$ cat config.mk
export PLATFORM = sky130hd
export DESIGN_NAME = vedic_seq_mult_ctrl
export DESIGN_NICKNAME = d
export VERILOG_FILES = /design/src/rtl/vedic_pkg.sv /design/src/rtl/vedic2bit.sv /design/src/rtl/vedic_seq_mult_ctrl.sv
export SDC_FILE = /design/constraint.sdc
export NUM_CORES = 1
export LEC_CHECK = 0
export ABC_AREA = 1
export CORE_MARGIN = 10
export CORE_UTILIZATION = 50
export DETAILED_ROUTE_END_ITERATION = 7
export GPL_ROUTABILITY_DRIVEN = 0
export PLACE_DENSITY = 0.74
export SLEW_MARGIN = 20
export SYNTH_ARGS = -nofsm -noshare
export SYNTH_HDL_FRONTEND = slang
export SYNTH_HIERARCHICAL = 1
export SYNTH_SLANG_ARGS = --single-unit
export TNS_END_PERCENT = 50
$ cat constraint.sdc
create_clock -name clk -period 7.02 [get_ports clk]
set_input_delay 2.106 -clock clk [delete_from_list [all_inputs] [get_ports clk]]
set_output_delay 2.106 -clock clk [all_outputs]
set_load 0.01 [all_outputs]
$ cat src/rtl/vedic_pkg.sv
// Shared constants for the sequential vedic multiplier: state encoding and digit helpers.
package vedic_pkg;

    localparam logic [1:0] ST_IDLE = 2'd0;
    localparam logic [1:0] ST_RUN  = 2'd1;
    localparam logic [1:0] ST_DONE = 2'd2;

    function automatic int digit_count(input int width);
        return width / 2;
    endfunction

    // A single-digit operand still needs a 1-bit index register.
    function automatic int idx_width(input int width);
        return (width / 2 > 1) ? $clog2(width / 2) : 1;
    endfunction

endpackage

$ cat src/rtl/vedic2bit.sv
// Combinational 2x2 vedic (Urdhva Tiryagbhyam) multiplier core.
module vedic2bit (
    input  logic [1:0] A,
    input  logic [1:0] B,
    output logic [3:0] M
);

    logic cross_hi;
    logic cross_lo;
    logic carry;
    logic top;

    assign cross_hi = A[1] & B[0];
    assign cross_lo = A[0] & B[1];
    assign carry    = cross_hi & cross_lo;
    assign top      = A[1] & B[1];

    assign M[0] = A[0] & B[0];
    assign M[1] = cross_hi ^ cross_lo;
    assign M[2] = top ^ carry;
    assign M[3] = top & carry;

endmodule

$ cat src/rtl/vedic_seq_mult_ctrl.sv
// Iterative WIDTHxWIDTH unsigned multiplier: one 2-bit digit pair per cycle through a shared 2x2 core.
module vedic_seq_mult_ctrl
    import vedic_pkg::*;
#(
    parameter int WIDTH = 8
) (
    input  logic                 clk,
    input  logic                 rst,
    input  logic                 in_valid,
    output logic                 in_ready,
    input  logic [WIDTH-1:0]     a,
    input  logic [WIDTH-1:0]     b,
    output logic                 out_valid,
    input  logic                 out_ready,
    output logic [2*WIDTH-1:0]   product,
    output logic                 busy
);

    localparam int D  = digit_count(WIDTH);
    localparam int IW = idx_width(WIDTH);
    localparam int PW = 2 * WIDTH;
    localparam logic [IW-1:0] LAST = IW'(D - 1);

    logic [1:0]       state;
    logic [1:0]       state_next;
    logic [IW-1:0]    i_idx;
    logic [IW-1:0]    j_idx;
    logic [WIDTH-1:0] a_lat;
    logic [WIDTH-1:0] b_lat;
    logic [1:0]       a_dig;
    logic [1:0]       b_dig;
    logic [3:0]       m;
    logic [IW:0]      dig_sum;
    logic [PW-1:0]    pp;
    logic             accept;
    logic             last_pair;

    assign accept    = (state == ST_IDLE) && in_valid;
    assign last_pair = (i_idx == LAST) && (j_idx == LAST);

    assign a_dig = 2'(a_lat >> {i_idx, 1'b0});
    assign b_dig = 2'(b_lat >> {j_idx, 1'b0});

    vedic2bit u_core (
        .A (a_dig),
        .B (b_dig),
        .M (m)
    );

    // Partial product weight is 4^(i+j); the sum needs one extra bit of headroom.
    assign dig_sum = {1'b0, i_idx} + {1'b0, j_idx};
    assign pp      = PW'(m) << {dig_sum, 1'b0};

    always_ff @(posedge clk) begin
        if (rst) begin
            state <= ST_IDLE;
        end else begin
            state <= state_next;
        end
    end

    always_comb begin
        state_next = state;
        case (state)
            ST_IDLE: if (accept)    state_next = ST_RUN;
            ST_RUN:  if (last_pair) state_next = ST_DONE;
            ST_DONE: if (out_ready) state_next = ST_IDLE;
            default: state_next = ST_IDLE;
        endcase
    end

    always_comb begin
        in_ready  = (state == ST_IDLE);
        out_valid = (state == ST_DONE);
        busy      = (state == ST_RUN) || (state == ST_DONE);
    end

    always_ff @(posedge clk) begin
        if (rst) begin
            i_idx   <= '0;
            j_idx   <= '0;
            a_lat   <= '0;
            b_lat   <= '0;
            product <= '0;
        end else begin
            case (state)
                ST_IDLE: begin
                    if (accept) begin
                        a_lat   <= a;
                        b_lat   <= b;
                        product <= '0;
                        i_idx   <= '0;
                        j_idx   <= '0;
                    end
                end
                ST_RUN: begin
                    product <= product + pp;
                    if (j_idx == LAST) begin
                        j_idx <= '0;
                        i_idx <= (i_idx == LAST) ? '0 : i_idx + 1'b1;
                    end else begin
                        j_idx <= j_idx + 1'b1;
                    end
                end
                default: ;
            endcase
        end
    end

endmodule
==> run_results.csv, run 1 <==
group,metric,value,unit
clocking,clock-sinks,38,
outcome,status,"complete, no violations",
synth,synth-simple-area-share,33.23,%
synth,ys_seq_elements,38,
drt,routed_wl,6.785,mm
final_layout,nNetsFinal,512,
floorplanning,initial_utilization,51.49,%
critical_path,crit_path_start_kind,"input pin",
sta,layout_worst_path_cycle_share,53.23,%
synth,synthXorXnorAreaFrac,0.3089,%
critical_path,end_kind,"register",
power,ir_drop,154.9,uV
clocking,h-tree-depth,2,
sta,max-slew-margin-rel,34.85,%
clocking,clk_latency,0.30,ns
final_layout,drive_above_1_share,10.04,%
final_layout,syn2layout_area_growth,18.18,%
placement,placedCellCount,532,
sta,grt_setup_unrepaired,"false",
drt,routed_via_density,5.115,
clocking,clkSlewWorstSetupHoldPaths,0.08,ns
critical_path,crit_type,"input pin to register",
sta,fin_worst_skew,0.01549,ns
drt,drt-initial-drc-count,177,
drt,drt.antenna.violating_nets,0,
synth,synth_edf_count,0,
global_route,antenna_found_initial,0,
global_route,grt_max_degree,22,
floorplanning,rows,27,
synth,yosys.cell_count.top_type,"nand2_1",
synth,synth_cells,430,
critical_path,critPathRequiredTime,7.20,ns
floorplanning,die-area,0.009082,mm^2
floorplanning,die_x,95.30,um
synth,synth_compound_area_share,16.99,%
drt,first_pass_iters,4,
synth,synth_top_family_by_area,"simple AND/OR/NAND/NOR gates",
synth,async_reset_ff_share,0,%
synth,synth.top_cells.by_count,"nand2_1 (95), nor2_1 (66), inv_1 (63), dfxtp_1 (38), o21ai_0 (31)",
clocking,cts_buffers,5,
sta,period_needed,3.737,ns
min_path,min_path_type,"register to register",
clocking,cts_hold_repair.buffers,0,
drt,drc_errors,0,
drt,vias,2762,
final_layout,stdcell_count,540,
synth,synthAdderAreaFrac,11.56,%
sta,tightest_slew,0.9742,ns
synth,syn_nets,475,
global_route,grt_pass1_vias,2608,
sta,fmax,0.2676,GHz
clocking,cts_buffer_depth,2,
placement,dp_hpwl,5.280,mm
critical_path,reg2reg_depth,20,
min_path,hold_depth,2,
final_layout,n_antenna_cell,0,
global_route,grt-ovfl-total,0,
floorplanning,die_y,95.30,um
synth,synth_top_area_share,26.83,%
clocking,root_buffer,"clkbuf_8",
synth,synth-seq-area-share,26.83,%
floorplanning,ios,39,
drt,post_drt_wl_per_cell,12.56,um
clocking,cts_tree,"yes",
global_route,grt_usage,15.62,%
synth,synth_ff_type,"dfxtp_1",
sta,slew_violations,0,
clocking,post_cts_buffers,0,
clocking,cts-resized-gates,0,
job,maxCapViolCount,0,
power,p_per_area,251.1,mW/mm^2
synth,avgSynthCellArea,6.594,um^2
synth,syn_area,0.002835,mm^2
synth,synthMuxAreaShare,0.3530,%
sta,final-hold-violation-count,0,
sta,finalSetupViolations,0,
synth,ys_warn_count,6,
critical_path,crit_fanout,21,
sta,setup_tns,0,ns
placement,portBuffers,38,
power,leakage,1.580,nW
critical_path,crit_arrival,3.91,ns
power,p_total,0.0008414,W
floorplanning,core_area,0.005507,mm^2
synth,synthTopCellsByArea,"dfxtp_1 (27%), nand2_1 (13%), ha_1 (10%)",
final_layout,final_util,60.85,%
global_route,grt_first_pass_wirelength,11.67,mm
synth,yosys.area.top_type,"dfxtp_1",
synth,synth_cell_types,37,
[layer usage]
layer  vias up  wire length, um  part of all wire, %  GRT usage (%)
met5         -                0                    0              0
met4         0               41                 0.60          4.738
met3         4              301                  4.4          3.299
met2        50             3359                   50          28.13
met1      1250             3083                   45          18.00
li1       1458                -                    -              -
[cell families after synthesis]
| kind of cell | count (synthesis) |
|---|---|
| multiplexers | 1 |
| AND/OR/NAND/NOR | 212 |
| flip-flops | 38 |
| XOR/XNOR | 1 |
| adder cells (fa/ha/maj) | 25 |
| buffers and inverters | 75 |
| AO/OA/AOI/OAI | 78 |
[registers in the layout, indices dropped and copies added, names as in the netlist]
name,count
a_lat,8
b_lat,8
i_idx,2
j_idx,2
product,16
state,2
[placed cells by master, fill, tap and decap left out, drive strengths merged]
cell type      count
a211oi             2
a21o               1
a21oi             28
a22oi              1
a31oi              4
and2               1
clkbuf             6
clkdlybuf4s50     38
clkinv             1
clkinvlp           1
dfxtp             38
fa                 2
ha                23
inv               67
mux2i              1
nand2            107
nand3             23
nand3b             3
nand4              3
nor2              67
nor3               6
o21ai             34
o221ai             1
o22ai              7
or2                2
xnor2              1
[worst max-delay path, stage by stage]
cell	delay, ns
clkdlybuf4s50_1	1.11
inv_1	0.45
o21ai_0	0.19
a21oi_1	0.05
[through the flow]
| stage | hold slack, ns | area (um^2) | setup WS (ns) |
|---|---|---|---|
| 3_5_place_dp | 0.4678 | 3256 | 2.972 |
| 6_report | 0.4813 | 3351 | 3.283 |
| 5_1_grt | 0.5078 | 3351 | 3.080 |
| 4_1_cts | 0.4864 | 3351 | 3.288 |
| 3_3_place_gp | 0.4609 | 3256 | 2.996 |
| 2_1_floorplan | 0.4489 | 2835 | 4.220 |
[power by group]
group	internal, W	switching [W]
Sequential	0.000255	0.0000273
Clock	0.0000791	0.0000851
Combinational	0.000141	0.000254
[worst paths after layout]
kind                                            start                       end  slack, ns
worst max register to register  i_idx[0]$_SDFFE_PP0P_  product[11]$_SDFFE_PP0P_       3.77
worst min register to register  b_lat[3]$_SDFFE_PP0P_     b_lat[3]$_SDFFE_PP0P_       0.48
worst max-delay path                              rst     state[1]$_SDFFE_PP0P_       3.28
worst min-delay path            b_lat[3]$_SDFFE_PP0P_     b_lat[3]$_SDFFE_PP0P_       0.48
[cell type report]
cell class | instances | area (um^2)
clock inverters | 2 | 12.51
repair buffers | 38 | 380.4
multi-input cells | 317 | 1770
clock buffers | 6 | 82.58
well taps | 72 | 90.09
inverters | 67 | 254.0
flip-flops and latches | 38 | 760.7
fillers | 523 | 2156
(Power assumes the default switching activity.)
==> inputs of run 2 (changes only) <==
==> constraint.sdc (replaced) <==
create_clock -name clk -period 3.5 [get_ports clk]
set_input_delay 1.05 -clock clk [delete_from_list [all_inputs] [get_ports clk]]
set_output_delay 1.05 -clock clk [all_outputs]
set_load 0.01 [all_outputs]
==> run_results.csv, run 2 (synthesis results as in run 1) <==
group,metric,value,unit
drt,first_pass_iters,4,
sta,max-slew-margin-rel,70.37,%
sta,fin_worst_skew,0.01528,ns
final_layout,n_antenna_cell,0,
drt,routed_wl,6.984,mm
sta,grt_setup_unrepaired,"false",
final_layout,largestRegisters,"product: 16 flops, a_lat: 8 flops, b_lat: 8 flops",
global_route,grt_pass1_vias,2719,
min_path,min_path_type,"register to register",
sta,setup_tns,0,ns
sta,layout_worst_path_cycle_share,88.75,%
clocking,cts_tree,"yes",
final_layout,layout_common_cells,"nand2_1 (95), nor2_1 (66), inv_1 (63), clkdlybuf4s50_1 (38), dfxtp_1 (37)",
global_route,antenna_found_initial,0,
critical_path,r2r-start,"j_idx[0]$_SDFFE_PP0P_",
clocking,cts_buffers,5,
global_route,grt-ovfl-total,0,
critical_path,path_cells,"inv_1 > o21ai_0 > o22ai_1 > nand2_1 > inv_1 > ha_1 > ha_1 > nand2_1 > nor2_1 > a31oi_1 > nor2_1 > ha_1 > nand2_1 > nand2_1 > a21oi_4 > nand2_2 > a21oi_1 > o21ai_0 > a21oi_1",
final_layout,drive_above_1_share,10.66,%
power,p_total,0.001760,W
final_layout,nNetsFinal,513,
final_layout,stdcell_count,541,
sta,final-hold-violation-count,0,
job,maxCapViolCount,0,
global_route,grt_max_degree,22,
drt,post_drt_wl_per_cell,12.91,um
floorplanning,initial_utilization,51.49,%
placement,placedCellCount,533,
power,p_per_area,520.3,mW/mm^2
sta,finalSetupViolations,0,
critical_path,crit_fanout,7,
floorplanning,die-area,0.009082,mm^2
drt,drc_errors,0,
clocking,root_buffer,"clkbuf_8",
power,ir_drop,331.9,uV
clocking,clock-sinks,38,
floorplanning,die_x,95.30,um
final_layout,largest-register,"product",
clocking,clk_latency,0.31,ns
sta,slew_violations,0,
clocking,h-tree-depth,2,
power,leakage,1.588,nW
critical_path,setup.worst_path.start,"j_idx[0]$_SDFFE_PP0P_",
min_path,hold_start,"a_lat[5]$_SDFFE_PP0P_",
sta,period_needed,3.106,ns
critical_path,crit_path_start_kind,"register",
clocking,clkSlewWorstSetupHoldPaths,0.08,ns
floorplanning,ios,39,
placement,portBuffers,38,
final_layout,final_common_cell,"nand2_1",
critical_path,crit_buf_inv,2,
global_route,grt_first_pass_wirelength,12.14,mm
final_layout,final_util,61.42,%
floorplanning,core_area,0.005507,mm^2
drt,routed_via_density,5.089,
critical_path,path_delay_family,"compound AO/OA/AOI/OAI gates",
critical_path,crit_arrival,3.33,ns
placement,dp_hpwl,5.491,mm
final_layout,syn2layout_area_growth,19.28,%
critical_path,critPathRequiredTime,3.73,ns
critical_path,crit_slowest_cell,"dfxtp_1",
critical_path,crit_type,"register to register",
final_layout,largest_register_ffs,16,
critical_path,cpPeakStageDelay,0.43,ns
critical_path,cpMostUsedCell,"nand2_1",
floorplanning,rows,27,
global_route,grt_usage,16.18,%
drt,vias,2753,
drt,drt.antenna.violating_nets,0,
sta,fmax,0.3219,GHz
drt,drt-initial-drc-count,131,
clocking,cts_buffer_depth,2,
critical_path,end_kind,"register",
clocking,cts_hold_repair.buffers,0,
floorplanning,die_y,95.30,um
outcome,status,"complete, no violations",
sta,tightest_slew,0.4439,ns
run 2: layer usage:
| layer | vias up | routed length, um | GRT usage [%] |
|---|---|---|---|
| met5 | - | 0 | 0 |
| met4 | 0 | 103 | 3.865 |
| met3 | 13 | 429 | 3.221 |
| met2 | 74 | 3425 | 29.66 |
| met1 | 1211 | 3025 | 18.72 |
| li1 | 1455 | - | - |
run 2: tightest hold or removal path, delay by kind of cell, from the launching register on:
family | cells | cell delay, ns
flops | 1 | 0.33
simple gates | 2 | 0.12
run 2: repair_timing:
item                                    4_1_cts  5_1_grt
setup buffers                                 0        0
gates resized for setup                       0        2
hold endpoints to repair                      0        0
endpoints found under the setup margin        0        6
run 2: final timing paths:
kind / end / slack, ns / cells past startpoint
setup / recovery: product[7]$_SDFFE_PP0P_ / 0.39 / 19
hold / removal: a_lat[5]$_SDFFE_PP0P_ / 0.49 / 2
setup reg to reg: product[7]$_SDFFE_PP0P_ / 0.39 / 19
hold reg to reg: a_lat[5]$_SDFFE_PP0P_ / 0.49 / 2
run 2: area by class of cell:
cell class,instances,area [um^2]
clock buffers,5,68.82
repair buffers,39,387.9
inverters,67,254.0
clock inverters,3,45.04
fillers,546,2125
flip-flops and latches,38,762.0
well taps,72,90.09
multi-input cells,317,1774
run 2: through the flow:
stage | instance area, um^2 | hold WS, ns | worst slack, ns
4_1_cts | 3377 | 0.4951 | 0.3300
6_report | 3382 | 0.4916 | 0.3937
2_1_floorplan | 2835 | 0.4489 | 0.7555
3_3_place_gp | 3263 | 0.4660 | 0.4543
3_5_place_dp | 3263 | 0.4699 | 0.3813
5_1_grt | 3382 | 0.5176 | 0.05729
run 2: where the power goes:
part	switching [W]	leakage, nW	internal (W)
Combinational	0.000508	1.23	0.000290
Clock	0.000183	0.0504	0.000212
Sequential	0.0000548	0.311	0.000512
Total	0.000745	1.59	0.00101
==> inputs of run 3 (changes only) <==
--- a/config.mk
+++ b/config.mk
@@ -8,6 +8,7 @@
 export ABC_AREA = 1
 export CORE_MARGIN = 10
 export CORE_UTILIZATION = 50
+export CTS_CLUSTER_SIZE = 10
 export DETAILED_ROUTE_END_ITERATION = 7
 export GPL_ROUTABILITY_DRIVEN = 0
 export PLACE_DENSITY = 0.74
==> results of run 3 <==
The final DEF is identical to that of run 2; final timing and power are the same.
